File: config.mk
export PLATFORM = sky130hd
export DESIGN_NAME = tile_eval_scheduler
export DESIGN_NICKNAME = d
export VERILOG_FILES = /design/src/rtl/tile_eval_scheduler_pkg.sv /design/src/rtl/tile_eval_core.sv /design/src/rtl/tile_eval_scheduler.sv
export SDC_FILE = /design/constraint.sdc
export NUM_CORES = 1
export LEC_CHECK = 0
export CAP_MARGIN = 5
export CORE_ASPECT_RATIO = 1.1
export CORE_MARGIN = 1
export CORE_UTILIZATION = 40
export DETAILED_ROUTE_END_ITERATION = 12
export HOLD_SLACK_MARGIN = 0.12
export PLACE_DENSITY = 0.72
export SLEW_MARGIN = 25
export SYNTH_ARGS = -nofsm -noshare
export SYNTH_HDL_FRONTEND = slang
export SYNTH_SLANG_ARGS = --single-unit
File: constraint.sdc
create_clock -name i_clk -period 1.9 [get_ports i_clk]
set_input_delay 0.38 -clock i_clk [delete_from_list [all_inputs] [get_ports i_clk]]
set_output_delay 0.38 -clock i_clk [all_outputs]
set_load 0.01 [all_outputs]
File: src/rtl/tile_eval_scheduler_pkg.sv
// Shared constants for the tile evaluation scheduler: default sizes,
// condition bit positions used by the evaluation function, counter width.
package tile_eval_scheduler_pkg;

    localparam int N_CH_DEF   = 4;
    localparam int COND_W_DEF = 6;

    localparam int C_A0 = 0;
    localparam int C_A1 = 1;
    localparam int C_A2 = 2;
    localparam int C_A3 = 3;
    localparam int C_A4 = 4;
    localparam int C_A5 = 5;

    localparam int CNT_W = 8;

endpackage

File: src/rtl/tile_eval_core.sv
// Combinational evaluation of one condition slice; the result is active-low
// (0 means the hit term fired).
module tile_eval_core
    import tile_eval_scheduler_pkg::*;
#(
    parameter int COND_W = COND_W_DEF
) (
    input  logic [COND_W-1:0] i_cond,
    output logic              o_result
);

    logic w_a;
    logic w_b;
    logic w_x;
    logic w_hit;

    assign w_a   = i_cond[C_A3] & i_cond[C_A4];
    assign w_b   = i_cond[C_A1] & i_cond[C_A2];
    assign w_x   = i_cond[C_A5] ^ w_b;
    assign w_hit = (w_x & w_a & i_cond[C_A2])
                 | ((w_x | w_a) & i_cond[C_A0])
                 | (~w_a & i_cond[C_A5])
                 | i_cond[C_A1];

    assign o_result = ~w_hit;

endmodule

File: src/rtl/tile_eval_scheduler.sv
// Two-stage scheduler: a round-robin grant stage captures one requester's
// condition, the following edge posts the result, ack pulse and count.
module tile_eval_scheduler
    import tile_eval_scheduler_pkg::*;
#(
    parameter int N_CH   = N_CH_DEF,
    parameter int COND_W = COND_W_DEF
) (
    input  logic                     i_clk,
    input  logic                     i_rst,
    input  logic                     i_ena,
    input  logic [N_CH-1:0]          i_req,
    input  logic [N_CH*COND_W-1:0]   i_cond,
    output logic [N_CH-1:0]          o_ack,
    output logic [N_CH-1:0]          o_chan_out,
    output logic                     o_busy,
    output logic [CNT_W-1:0]         o_eval_cnt
);

    localparam int IDX_W = (N_CH > 1) ? $clog2(N_CH) : 1;

    logic              r_stageValid;
    logic [IDX_W-1:0]  r_stageIdx;
    logic [COND_W-1:0] r_stageCond;
    logic [IDX_W-1:0]  r_lastGrant;
    logic [N_CH-1:0]   r_ack;
    logic [N_CH-1:0]   r_chanOut;
    logic [CNT_W-1:0]  r_evalCnt;

    logic [N_CH-1:0]   w_inStage;
    logic [N_CH-1:0]   w_eligible;
    logic              w_grantValid;
    logic [IDX_W-1:0]  w_grantIdx;
    logic [COND_W-1:0] w_grantCond;
    logic              w_result;

    tile_eval_core #(
        .COND_W (COND_W)
    ) u_core (
        .i_cond   (r_stageCond),
        .o_result (w_result)
    );

    always_comb begin
        w_inStage = '0;
        if (r_stageValid) begin
            w_inStage[r_stageIdx] = 1'b1;
        end
    end

    assign w_eligible = i_req & ~w_inStage;

    // Walk from farthest to nearest so the channel right after the last
    // grant is the one left standing.
    always_comb begin
        w_grantValid = 1'b0;
        w_grantIdx   = '0;
        for (int k = N_CH; k >= 1; k--) begin
            if (w_eligible[(int'(r_lastGrant) + k) % N_CH]) begin
                w_grantValid = i_ena;
                w_grantIdx   = IDX_W'((int'(r_lastGrant) + k) % N_CH);
            end
        end
    end

    assign w_grantCond = i_cond[int'(w_grantIdx)*COND_W +: COND_W];

    always_ff @(posedge i_clk) begin
        if (i_rst) begin
            r_stageValid <= 1'b0;
            r_stageIdx   <= '0;
            r_stageCond  <= '0;
            r_lastGrant  <= IDX_W'(N_CH - 1);
            r_ack        <= '0;
            r_chanOut    <= '1;
            r_evalCnt    <= '0;
        end else begin
            r_ack <= '0;
            if (r_stageValid) begin
                r_chanOut[r_stageIdx] <= w_result;
                r_ack[r_stageIdx]     <= 1'b1;
                r_evalCnt             <= r_evalCnt + CNT_W'(1);
            end
            r_stageValid <= w_grantValid;
            if (w_grantValid) begin
                r_stageIdx  <= w_grantIdx;
                r_stageCond <= w_grantCond;
                r_lastGrant <= w_grantIdx;
            end
        end
    end

    assign o_ack      = r_ack;
    assign o_chan_out = r_chanOut;
    assign o_busy     = r_stageValid;
    assign o_eval_cnt = r_evalCnt;

endmodule

# [Word-level counts from Yosys, hierarchy flattened]
# Index checks and enable logic that the tools add are counted.
[op_classes] n_addsub=5 multipliers=1 n_lt_le_gt_ge=6 shifts=1 mux=24 bitwise_logic=19 n_reduce_logical=5
[op_table] op="$shiftx 24x6->6" n=1
[op_table] op="$lt 3x4->1 const B" n=4
[op_table] op="$mux 1" n=13
[op_table] op="$add 8x1->8 const B" n=1
[op_table] op="$bmux 1 s2" n=4
[op_table] op="$mux 2" n=4
[op_table] op="$reduce_or 2->1" n=4
[op_table] op="$and 1x1->1" n=6
[op_table] op="$add 2x1->2 const B" n=2
[op_table] op="$add 2x2->2 const B" n=2
[op_table] op="$and 1x1->1 const A" n=4
[op_table] op="$and 4x4->4" n=1
[op_table] op="$bwmux 4" n=1
[op_table] op="$mul 2x2->4 const B" n=1
[op_table] op="$mux 4" n=1
[op_table] op="$not 4->4" n=1
[op_table] op="$or 1x1->1" n=4
[op_table] op="$lt 2x3->1 const B" n=1
[op_table] op="$demux 1 s2" n=1
[op_table] op="$ge 2x1->1 const B" n=1
[op_table] op="$not 1->1" n=2
[op_table] op="$logic_and 1x1->1" n=1
[op_table] op="$xor 1x1->1" n=1
[word_totals] ff_bits=27 inputBits=31 out_inout_bits=17 wordCells=68

# [Longest topological paths before layout]
# Gate-level depths: netlist of the first run.
[depth] word_depth=16 depth_mapped=9 mapped_depth_nobuf=6

# [Cells and area by module]
# From an unflattened synthesis of the first run, not the netlist that was laid out.
[unflattened] cells_unflattened=146 hier_area_um2=1375.1
[modules_own_cells] module="tile_eval_scheduler" instances=1 cells_each=143 area_each_um2=1350.0 seq_area_each_um2=540.5
[modules_own_cells] module="tile_eval_core" instances=1 cells_each=3 area_each_um2=25.0 seq_area_each_um2=0.0

# [Worst setup path before layout of the first run]
# No wires, ideal clock.
[synth_path] path_kind="reg-to-reg" startpoint="register r_stageValid, in the netlist o_busy" endpoint="register r_stageCond[0]" setup_time_ns=0.079 arrival_ns=2.083 required_time_ns=1.821 setup_slack_ns=-0.262 stages_incl_launch_ff=8 n_path_buf=1 period_less_slack_ns=2.162 path_cell_list="dfxtp_1 > nand3b_4 > a211o_1 > a32o_1 > a32o_2 > or4b_1 > buf_2 > o211ai_1"
[synth_between] elab_chain_len=12
[synth_rtl] item="start: declaration" line="tile_eval_scheduler.sv:22" source="logic r_stageValid;"
[synth_rtl] item="start signal: assignment" line="tile_eval_scheduler.sv:84" source="r_stageValid <= w_grantValid;"
[synth_rtl] item="$mux 4 (*)"
[synth_rtl] item="$not 4->4 (*)" line="tile_eval_scheduler.sv:51" source="assign w_eligible = i_req & ~w_inStage;"
[synth_rtl] item="$and 4x4->4 (*)" line="tile_eval_scheduler.sv:51"
[synth_rtl] item="$bmux 1 s2" line="tile_eval_scheduler.sv:59" source="if (w_eligible[(int'(r_lastGrant) + k) % N_CH]) begin"
[synth_rtl] item="$mux 1 (implied by the code) (2 in a row)" line="tile_eval_scheduler.sv:59"
[synth_rtl] item="$mux 2 (4 in a row)" line="tile_eval_scheduler.sv:59"
[synth_rtl] item="$mul 2x2->4" line="tile_eval_scheduler.sv:66" source="assign w_grantCond = i_cond[int'(w_grantIdx)*COND_W +: COND_W];"
[synth_rtl] item="$shiftx 24x6->6" line="tile_eval_scheduler.sv:66"
[synth_rtl] item="end signal: assignment" line="tile_eval_scheduler.sv:87" source="r_stageCond <= w_grantCond;"
[synth_rtl] item="end: declaration" line="tile_eval_scheduler.sv:24" source="logic [COND_W-1:0] r_stageCond;"
# Mark *: on every way between the ends. The rest lies on a longest branch, timed or not. The select of a mux whose other input is x is not followed.
# A chain may end at the register's enable or synchronous reset.

# [Final worst setup path of the first run]
[layout_path] startpoint="register r_stageValid, in the netlist o_busy" endpoint="register r_stageCond[2]"
# The elaborated chain is that of the path after synthesis.

==> flow_summary.json, run 1 <==
{
  "startpoint_type": "register",
  "critPathArrivalTime_ps": 2320,
  "antenna_cells": 0,
  "finalWorstSetupSlack_ps": -161,
  "violations": "setup timing",
  "crit_path_end_kind": "register",
  "synthCells": 169,
  "vias_per_cell": 5.39,
  "antenna_found_initial": 0,
  "reg2reg_depth": 6,
  "maxCapViolCount": 0,
  "vdd_drop_max_v": 0.000265,
  "met1_usage": 0.224,
  "busiest_layer": "met2",
  "ys_ff_latch": 27,
  "finalNonFillerCells": 282,
  "yosysSeqAreaShare": 0.370,
  "placed_area_um2": 2150,
  "grtUsageMet3": 0.0315,
  "worst_pin_slew_ps": 339,
  "portBuffers": 47,
  "yosysUniqueCellTypes": 43,
  "worst_hold_path_type": "reg -> reg",
  "final_nets": 267,
  "grt_max_degree": 16,
  "max-slew-margin-rel": 0.771,
  "drt-pass1-iter-count": 4,
  "leakagePower_nw": 0.927,
  "dp.cells": 276,
  "core_um2": 3410,
  "ant_nets": 0,
  "area_delta_synth_final_pct": 53.8,
  "finalSetupTns_ps": -877,
  "dp_hpwl_mm": 2.95,
  "post-route-util": 0.657,
  "avgSynthCellArea_um2": 8.63,
  "grt.overflow.total": 0,
  "fin_skew_ps": 6.39,
  "final_hold_viol_count": 0,
  "h-tree-depth": 1,
  "finalCritPeriodShare": 1.08,
  "numCtsBuffers": 3,
  "cts_max_path_buffers": 2,
  "cts_tree": "built",
  "routed_wl_mm": 3.73,
  "ys_warn_count": 0,
  "synth-main-ff-cell": "dfxtp_1",
  "synth-edff-count": 0,
  "rsz0062_at_grt": "true",
  "fin_crit_ps": 2060,
  "crit_type": "reg -> reg",
  "cts.clk_slew.worst_paths_ps": 140,
  "gp_congestion": 0.935,
  "row_count": 22,
  "die_w_um": 59.6,
  "start_util": 0.427,
  "wl_per_cell_um": 13.2,
  "io_pins": 48,
  "drtIter0Drc": 60,
  "clock-sinks": 27,
  "required_ps": 2160,
  "critPathMaxFanout": 7,
  "setup_viol": 6,
  "syn_area_um2": 1460,
  "drc_errors": 0,
  "fillers": 308,
  "power_density_nw_per_um2": 588,
  "slew_violations": 0,
  "grt_usage": 0.198,
  "layout-drive-gt1-share": 0.214,
  "fin_area_um2": 2240,
  "cts-root-buf": "clkbuf_4",
  "grt_pass1_vias": 1453,
  "async_flop_share": 0,
  "syn_nets": 201,
  "hold_depth": 2,
  "chipHeight_um": 65.3,
  "worstSkewPairLatency_ps": 330,
  "p_total_w": 0.00132,
  "status": "finished with violations",
  "gr-usage-met2": 0.369,
  "grt_pass1_wl_mm": 5.98,
  "num_vias": 1520,
  "fmax_mhz": 485,
  "dieArea_um2": 3890
}
[logic make-up after synthesis]
| kind of cell | share of synthesized area |
|---|---|
| simple gates | 0.217 |
| compound gates | 0.228 |
| mux | 0.0832 |
| buf+inv | 0.0566 |
| xor+xnor | 0.0360 |
| flops | 0.370 |
| fa+ha+maj | 0.00857 |
[worst paths after layout]
check / startpoint / endpoint / slack (ps)
setup / recovery: o_busy / r_stageCond[2] / -160
hold / removal: o_chan_out[3] / o_chan_out[3] / 510
setup reg to reg: o_busy / r_stageCond[2] / -160
hold reg to reg: o_chan_out[3] / o_chan_out[3] / 510
[sequential cells by signal (all words and copies together) (netlist names)]
register / count
o_ack: 4
o_busy: 1
o_chan_out: 4
o_eval_cnt: 8
r_lastGrant: 2
r_stageCond: 6
r_stageIdx: 2
[report_power, final]
group | switching, W | total, W | internal (W)
Combinational | 0.000186 | 0.000433 | 0.000247
Clock | 0.000167 | 0.000246 | 0.0000791
Sequential | 0.0000360 | 0.000640 | 0.000604
Total | 0.000389 | 0.00132 | 0.000930
[critical path: stages (launching register included)]
cell      delay (ps)
dfxtp_4          410
a21o_1           160
a211o_1          260
a32o_1           210
a32o_2           240
or4b_4           530
o211ai_1         180
[cell usage after synthesis, drive strengths merged, types with 2 or more instances]
cell type  number  share of area
dfxtp          27           0.37
nand2          14          0.036
nor2           13          0.033
o211ai         13          0.067
mux2i          11          0.075
and3            8          0.034
clkbuf          7          0.018
nand3           7          0.024
o21ai           7          0.024
buf             6          0.026
a21boi          5          0.026
inv             5          0.013
xor2            5          0.030
a21oi           4          0.014
a31oi           4          0.017
nand4           3          0.013
a32o            2          0.015
and2            2         0.0086
nand2b          2         0.0086
o2111ai         2          0.012
o311ai          2          0.012
or3             2         0.0086
[placed cells by master (no fill, tap or decap), drive strengths merged, types with 3 or more instances in the layout]
cell type	count
nand2b	3
a21oi	4
clkbuf	3
clkdlybuf4s50	43
buf	26
xor2	5
nand3	7
dfxtp	27
nor2	13
a21boi	5
and3	8
inv	5
o21ai	7
nand4	3
mux2i	11
a31oi	4
dlygate4sd2	4
nand2	14
o211ai	13
[stage by stage]
| step | setup WS (ps) | hold WS (ps) |
|---|---|---|
| after CTS | -193 | 504 |
| after global routing | -207 | 522 |
| after floorplan | -158 | 447 |
| after global placement | -625 | 465 |
| final | -161 | 506 |
| after detailed placement | -706 | 482 |
[per-layer routing]
layer  wire (um)  vias to the layer above  part of all wire
met2        1910                       48              0.51
met3         174                        5             0.047
met4          43                        0             0.012
met1        1600                      710              0.43
li1            -                      757                 -
met5           0                        -                 0
[cell type report]
class                   instances  area, um^2  share of cell area
inverters                       5        18.8             0.00837
well taps                      48        60.1              0.0268
clock inverters                 1        5.00             0.00223
repair buffers                 73         677               0.302
flip-flops and latches         27         553               0.247
multi-input cells             125         907               0.404
clock buffers                   3        22.5              0.0100
[timing repair]
item	in CTS	in global routing
hold buffers	0	0
setup endpoints to repair	10	8
setup buffers	0	2
gates cloned	0	1
resized for setup	13	10
pin swaps	7	6
(Power assumes the default switching activity.)
==> run 2, diff against run 1 <==
==> constraint.sdc (replaced) <==
create_clock -name i_clk -period 1.9 [get_ports i_clk]
set_input_delay 0.57 -clock i_clk [delete_from_list [all_inputs] [get_ports i_clk]]
set_output_delay 0.57 -clock i_clk [all_outputs]
set_load 0.01 [all_outputs]
==> run 2 against run 1 <==
Net effect:
- the run still ends with setup timing left
- power increased by 4.2%
- worst hold slack better by 7.6 ps
- cell area rose by 6.3%
- critical endpoint unchanged
==> flow_summary.json, run 2 (synthesis results as in run 1) <==
{
  "min-delay-start": "o_chan_out[0]",
  "fin_crit_ps": 2080,
  "antenna_cells": 0,
  "p_int_w": 0.000957,
  "worstSkewPairLatency_ps": 330,
  "clock-sinks": 27,
  "r2r_start": "o_busy",
  "cts_tree": "built",
  "pre_cts_slack_ps": -861,
  "rsz0062_at_grt": "true",
  "drtIter0Drc": 61,
  "numCtsBuffers": 3,
  "core_um2": 3410,
  "final_hold_viol_count": 0,
  "p_seq_frac": 0.469,
  "fillers": 282,
  "cts_max_path_buffers": 2,
  "setup_viol": 6,
  "critical_path.max_stage_delay_ps": 420,
  "fin_skew_ps": 15.0,
  "dieArea_um2": 3890,
  "violations": "setup timing",
  "finalCritPeriodShare": 1.10,
  "routed_wl_mm": 4.01,
  "area_delta_synth_final_pct": 63.5,
  "grt_max_degree": 17,
  "cts.clk_slew.worst_paths_ps": 160,
  "dp_hpwl_mm": 3.16,
  "gp_congestion": 0.779,
  "die_w_um": 59.6,
  "grt_usage": 0.222,
  "worst_hold_path_type": "reg -> reg",
  "p_sw_w": 0.000417,
  "critPathArrivalTime_ps": 2310,
  "reg2reg_depth": 8,
  "num_vias": 1542,
  "grt_pass1_wl_mm": 6.59,
  "path_cells": "buf_4, nand3_2, and4_1, o311a_1, buf_4, and3_1, o211ai_1, o211ai_1",
  "chipHeight_um": 65.3,
  "final_common_cell": "clkdlybuf4s50_1",
  "status": "finished with violations",
  "finalWorstSetupSlack_ps": -183,
  "power_density_nw_per_um2": 576,
  "worst_pin_slew_ps": 344,
  "cp_slowest_cell": "dfxtp_4",
  "r2r_end": "r_stageCond[2]",
  "portBuffers": 47,
  "finalSetupTns_ps": -946,
  "cts-root-buf": "clkbuf_4",
  "io_pins": 48,
  "crit_path_end_kind": "register",
  "required_ps": 2130,
  "drt-pass1-iter-count": 4,
  "vdd_drop_max_v": 0.000265,
  "largest_reg_flops": 8,
  "worstSetupPathDepth": 8,
  "critPathMaxFanout": 10,
  "crit_type": "reg -> reg",
  "post-route-util": 0.699,
  "slew_violations": 0,
  "final_nets": 277,
  "maxCapViolCount": 0,
  "r2r_setup_slack_ps": -180,
  "drc_errors": 0,
  "dp.cells": 285,
  "fin_hold_ws_ps": 513,
  "max-slew-margin-rel": 0.770,
  "layout-drive-gt1-share": 0.283,
  "path_buf_inv": 2,
  "combPwrFrac": 0.343,
  "crit_family": "compound AO/OA/AOI/OAI gates",
  "grt_pass1_vias": 1556,
  "ant_nets": 0,
  "hold_depth": 2,
  "antenna_found_initial": 0,
  "h-tree-depth": 1,
  "p_clk_frac": 0.188,
  "final_cell_mix": "41 x clkdlybuf4s50_1, 31 x buf_4, 19 x dfxtp_1, 14 x nand2_1, 13 x o211ai_1",
  "row_count": 22,
  "swShare": 0.303,
  "leakagePower_nw": 1.01,
  "holdPathEnd": "o_chan_out[0]",
  "start_util": 0.427,
  "worstSetupStartpoint": "o_busy",
  "fmax_mhz": 480,
  "vias_per_cell": 5.28,
  "grt.overflow.total": 0,
  "finalNonFillerCells": 292,
  "wl_per_cell_um": 13.7,
  "startpoint_type": "register"
}
-- run 2: per-stage QoR --
stage	instance area [um^2]	power, W
after floorplan	1510	0.000878
after global placement	2240	0.00108
after detailed placement	2240	0.00110
after CTS	2340	0.00136
after global routing	2380	0.00145
final	2380	0.00137
-- run 2: area by class of cell --
cell class / count / area [um^2] / share of cell area
clock buffer: 3 / 22.5 / 0.00944
inverter: 5 / 18.8 / 0.00787
clock inverter: 1 / 7.51 / 0.00315
tap: 48 / 60.1 / 0.0252
sequential: 27 / 561 / 0.235
timing repair buffer: 84 / 782 / 0.328
multi-input combinational: 124 / 933 / 0.391
-- run 2: worst max-delay path by stage --
stage	end	slack [ps]
5_1_grt	r_stageCond[2]	-250
3_5_place_dp	r_stageCond[2]	-860
4_1_cts	r_stageCond[2]	-190
3_3_place_gp	r_stageCond[3]	-820
6_report	r_stageCond[2]	-180
2_1_floorplan	r_stageCond[0]	-250
-- run 2: worst register-to-register path: cells and delay by family, from the launching register on --
family	cells	cell delay (ps)
compound gates	3	820
simple gates	3	440
flops	1	420
buf+inv	2	300
-- run 2: timing repair --
item | CTS | global route
gates cloned | 0 | 0
buffers inserted | 3 | 1
endpoints found under the hold margin | 0 | 0
pin swaps | 10 | 6
setup endpoints to repair | 13 | 14
resized for setup | 26 | 14
hold buffers | 0 | 0
-- run 2: layer usage --
| layer | up-vias | wire (um) | GRT usage |
|---|---|---|---|
| met2 | 54 | 2250 | 0.441 |
| met3 | 4 | 170 | 0.0453 |
| met1 | 712 | 1530 | 0.228 |
| li1 | 772 | - | - |
| met4 | 0 | 51 | 0.0581 |
| met5 | - | 0 | 0 |
-- run 2: power by group through the flow --
stage                     clock, W  sequential (W)  combinational [W]
after detailed placement         0        0.000649           0.000447
final                     0.000258        0.000645           0.000471
after CTS                 0.000260        0.000645           0.000453
after global routing      0.000284        0.000651           0.000512
after global placement           0        0.000647           0.000438
after floorplan                  0        0.000643           0.000236
==> run 3, diff against run 2 <==
SKIP_CTS_REPAIR_TIMING = 1   (was not set)
==> run 3 against run 2 <==
Net effect:
- the run still ends with setup timing left
- register-to-register slack worse by 20 ps
- maximum frequency is 0.86% lower
- final cell count down 0.34%
- critical path depth fell by 2
- worst hold slack got worse by 3.1 ps
- highest routed layer unchanged
==> flow_summary.json, run 3 (synthesis results as in run 1) <==
{
  "io_pins": 48,
  "path_buf_inv": 0,
  "critical_path.max_stage_delay_ps": 560,
  "path_cells": "xor2_4, o311ai_4, nand2_1, a32o_2, or4b_4, o211ai_1",
  "startpoint_type": "register",
  "drtIter0Drc": 47,
  "finalWorstSetupSlack_ps": -201,
  "core_um2": 3410,
  "pre_cts_slack_ps": -861,
  "area_delta_synth_final_pct": 61.5,
  "clock-sinks": 27,
  "fmax_mhz": 476,
  "chipHeight_um": 65.3,
  "num_vias": 1561,
  "start_util": 0.427,
  "cts_max_path_buffers": 2,
  "finalCritPeriodShare": 1.11,
  "final_cell_mix": "41 x clkdlybuf4s50_1, 34 x buf_4, 19 x dfxtp_1, 14 x nand2_1, 13 x o211ai_1",
  "grt_max_degree": 17,
  "maxCapViolCount": 0,
  "dp.cells": 285,
  "vias_per_cell": 5.36,
  "grt_pass1_vias": 1509,
  "fin_skew_ps": 8.78,
  "row_count": 22,
  "antenna_found_initial": 0,
  "worst_hold_path_type": "reg -> reg",
  "setup_viol": 6,
  "cts-root-buf": "clkbuf_4",
  "largest_reg_flops": 8,
  "worstSkewPairLatency_ps": 330,
  "grt.overflow.total": 0,
  "rsz0062_at_grt": "true",
  "dieArea_um2": 3890,
  "drt-pass1-iter-count": 4,
  "vdd_drop_max_v": 0.000266,
  "p_total_w": 0.00135,
  "worst_pin_slew_ps": 321,
  "grt_pass1_wl_mm": 6.31,
  "fillers": 282,
  "max-slew-margin-rel": 0.786,
  "final_hold_viol_count": 0,
  "worstSetupPathDepth": 6,
  "required_ps": 2160,
  "ant_nets": 0,
  "cp_slowest_cell": "or4b_4",
  "cts.clk_slew.worst_paths_ps": 150,
  "grt_usage": 0.213,
  "status": "finished with violations",
  "finalNonFillerCells": 291,
  "fin_crit_ps": 2100,
  "die_w_um": 59.6,
  "layout-drive-gt1-share": 0.259,
  "antenna_cells": 0,
  "power_density_nw_per_um2": 575,
  "critPathMaxFanout": 6,
  "crit_path_end_kind": "register",
  "reg2reg_depth": 6,
  "cts_tree": "built",
  "dp_hpwl_mm": 3.16,
  "h-tree-depth": 1,
  "critPathArrivalTime_ps": 2360,
  "drc_errors": 0,
  "routed_wl_mm": 4.00,
  "final_nets": 276,
  "post-route-util": 0.690,
  "leakagePower_nw": 1.03,
  "portBuffers": 47,
  "gp_congestion": 0.779,
  "crit_type": "reg -> reg",
  "wl_per_cell_um": 13.7,
  "numCtsBuffers": 3,
  "violations": "setup timing",
  "hold_depth": 2,
  "crit_family": "compound AO/OA/AOI/OAI gates",
  "fin_hold_ws_ps": 510,
  "slew_violations": 0,
  "final_common_cell": "clkdlybuf4s50_1"
}
run 3: changes by cell type in the layout (fill, tap and decap cells not counted), moves of 2 or more:
cell	change
dlymetal6s2s_1	+5
and2_4	-2
buf_4	+3
dlygate4sd2_1	-3
buf_6	-4
and2_1	+2
run 3: layout make-up:
type                       count  area (um^2)  share of cell area
sequential                    27          558               0.237
tap                           48         60.1              0.0255
multi-input combinational    125          928               0.394
timing repair buffer          82          761               0.323
inverter                       5         18.8             0.00797
clock inverter                 1         7.51             0.00319
clock buffer                   3         22.5             0.00956
run 3: worst paths after layout:
check / from / end / slack [ps]
max reg2reg: r_stageIdx[0] / r_stageCond[3] / -200
max: r_stageIdx[0] / r_stageCond[3] / -200
min: o_chan_out[3] / o_chan_out[3] / 510
min reg2reg: o_chan_out[3] / o_chan_out[3] / 510
run 3: worst register-to-register path: cells and delay by family (launching register included):
family          cells  cell delay [ps]
compound gates      3              770
xor+xnor            1              200
flops               1              420
simple gates        2              660
run 3: stage by stage:
step	TNS (ps)	cell area, um^2
after CTS	-4040	2270
after global routing	-1670	2360
after detailed placement	-7830	2240
after floorplan	-1490	1510
after global placement	-7430	2240
final	-1030	2360
run 3: metal layers:
layer,part of all wire,up-vias,global-route usage
met3,0.043,6,0.0492
met2,0.55,58,0.409
met4,0.016,0,0.0727
met1,0.39,720,0.221
li1,-,777,-
met5,0,-,0
run 3: report_power, final:
part | switching (W) | internal [W]
clock network | 0.000174 | 0.0000806
registers | 0.0000405 | 0.000605
logic | 0.000194 | 0.000261
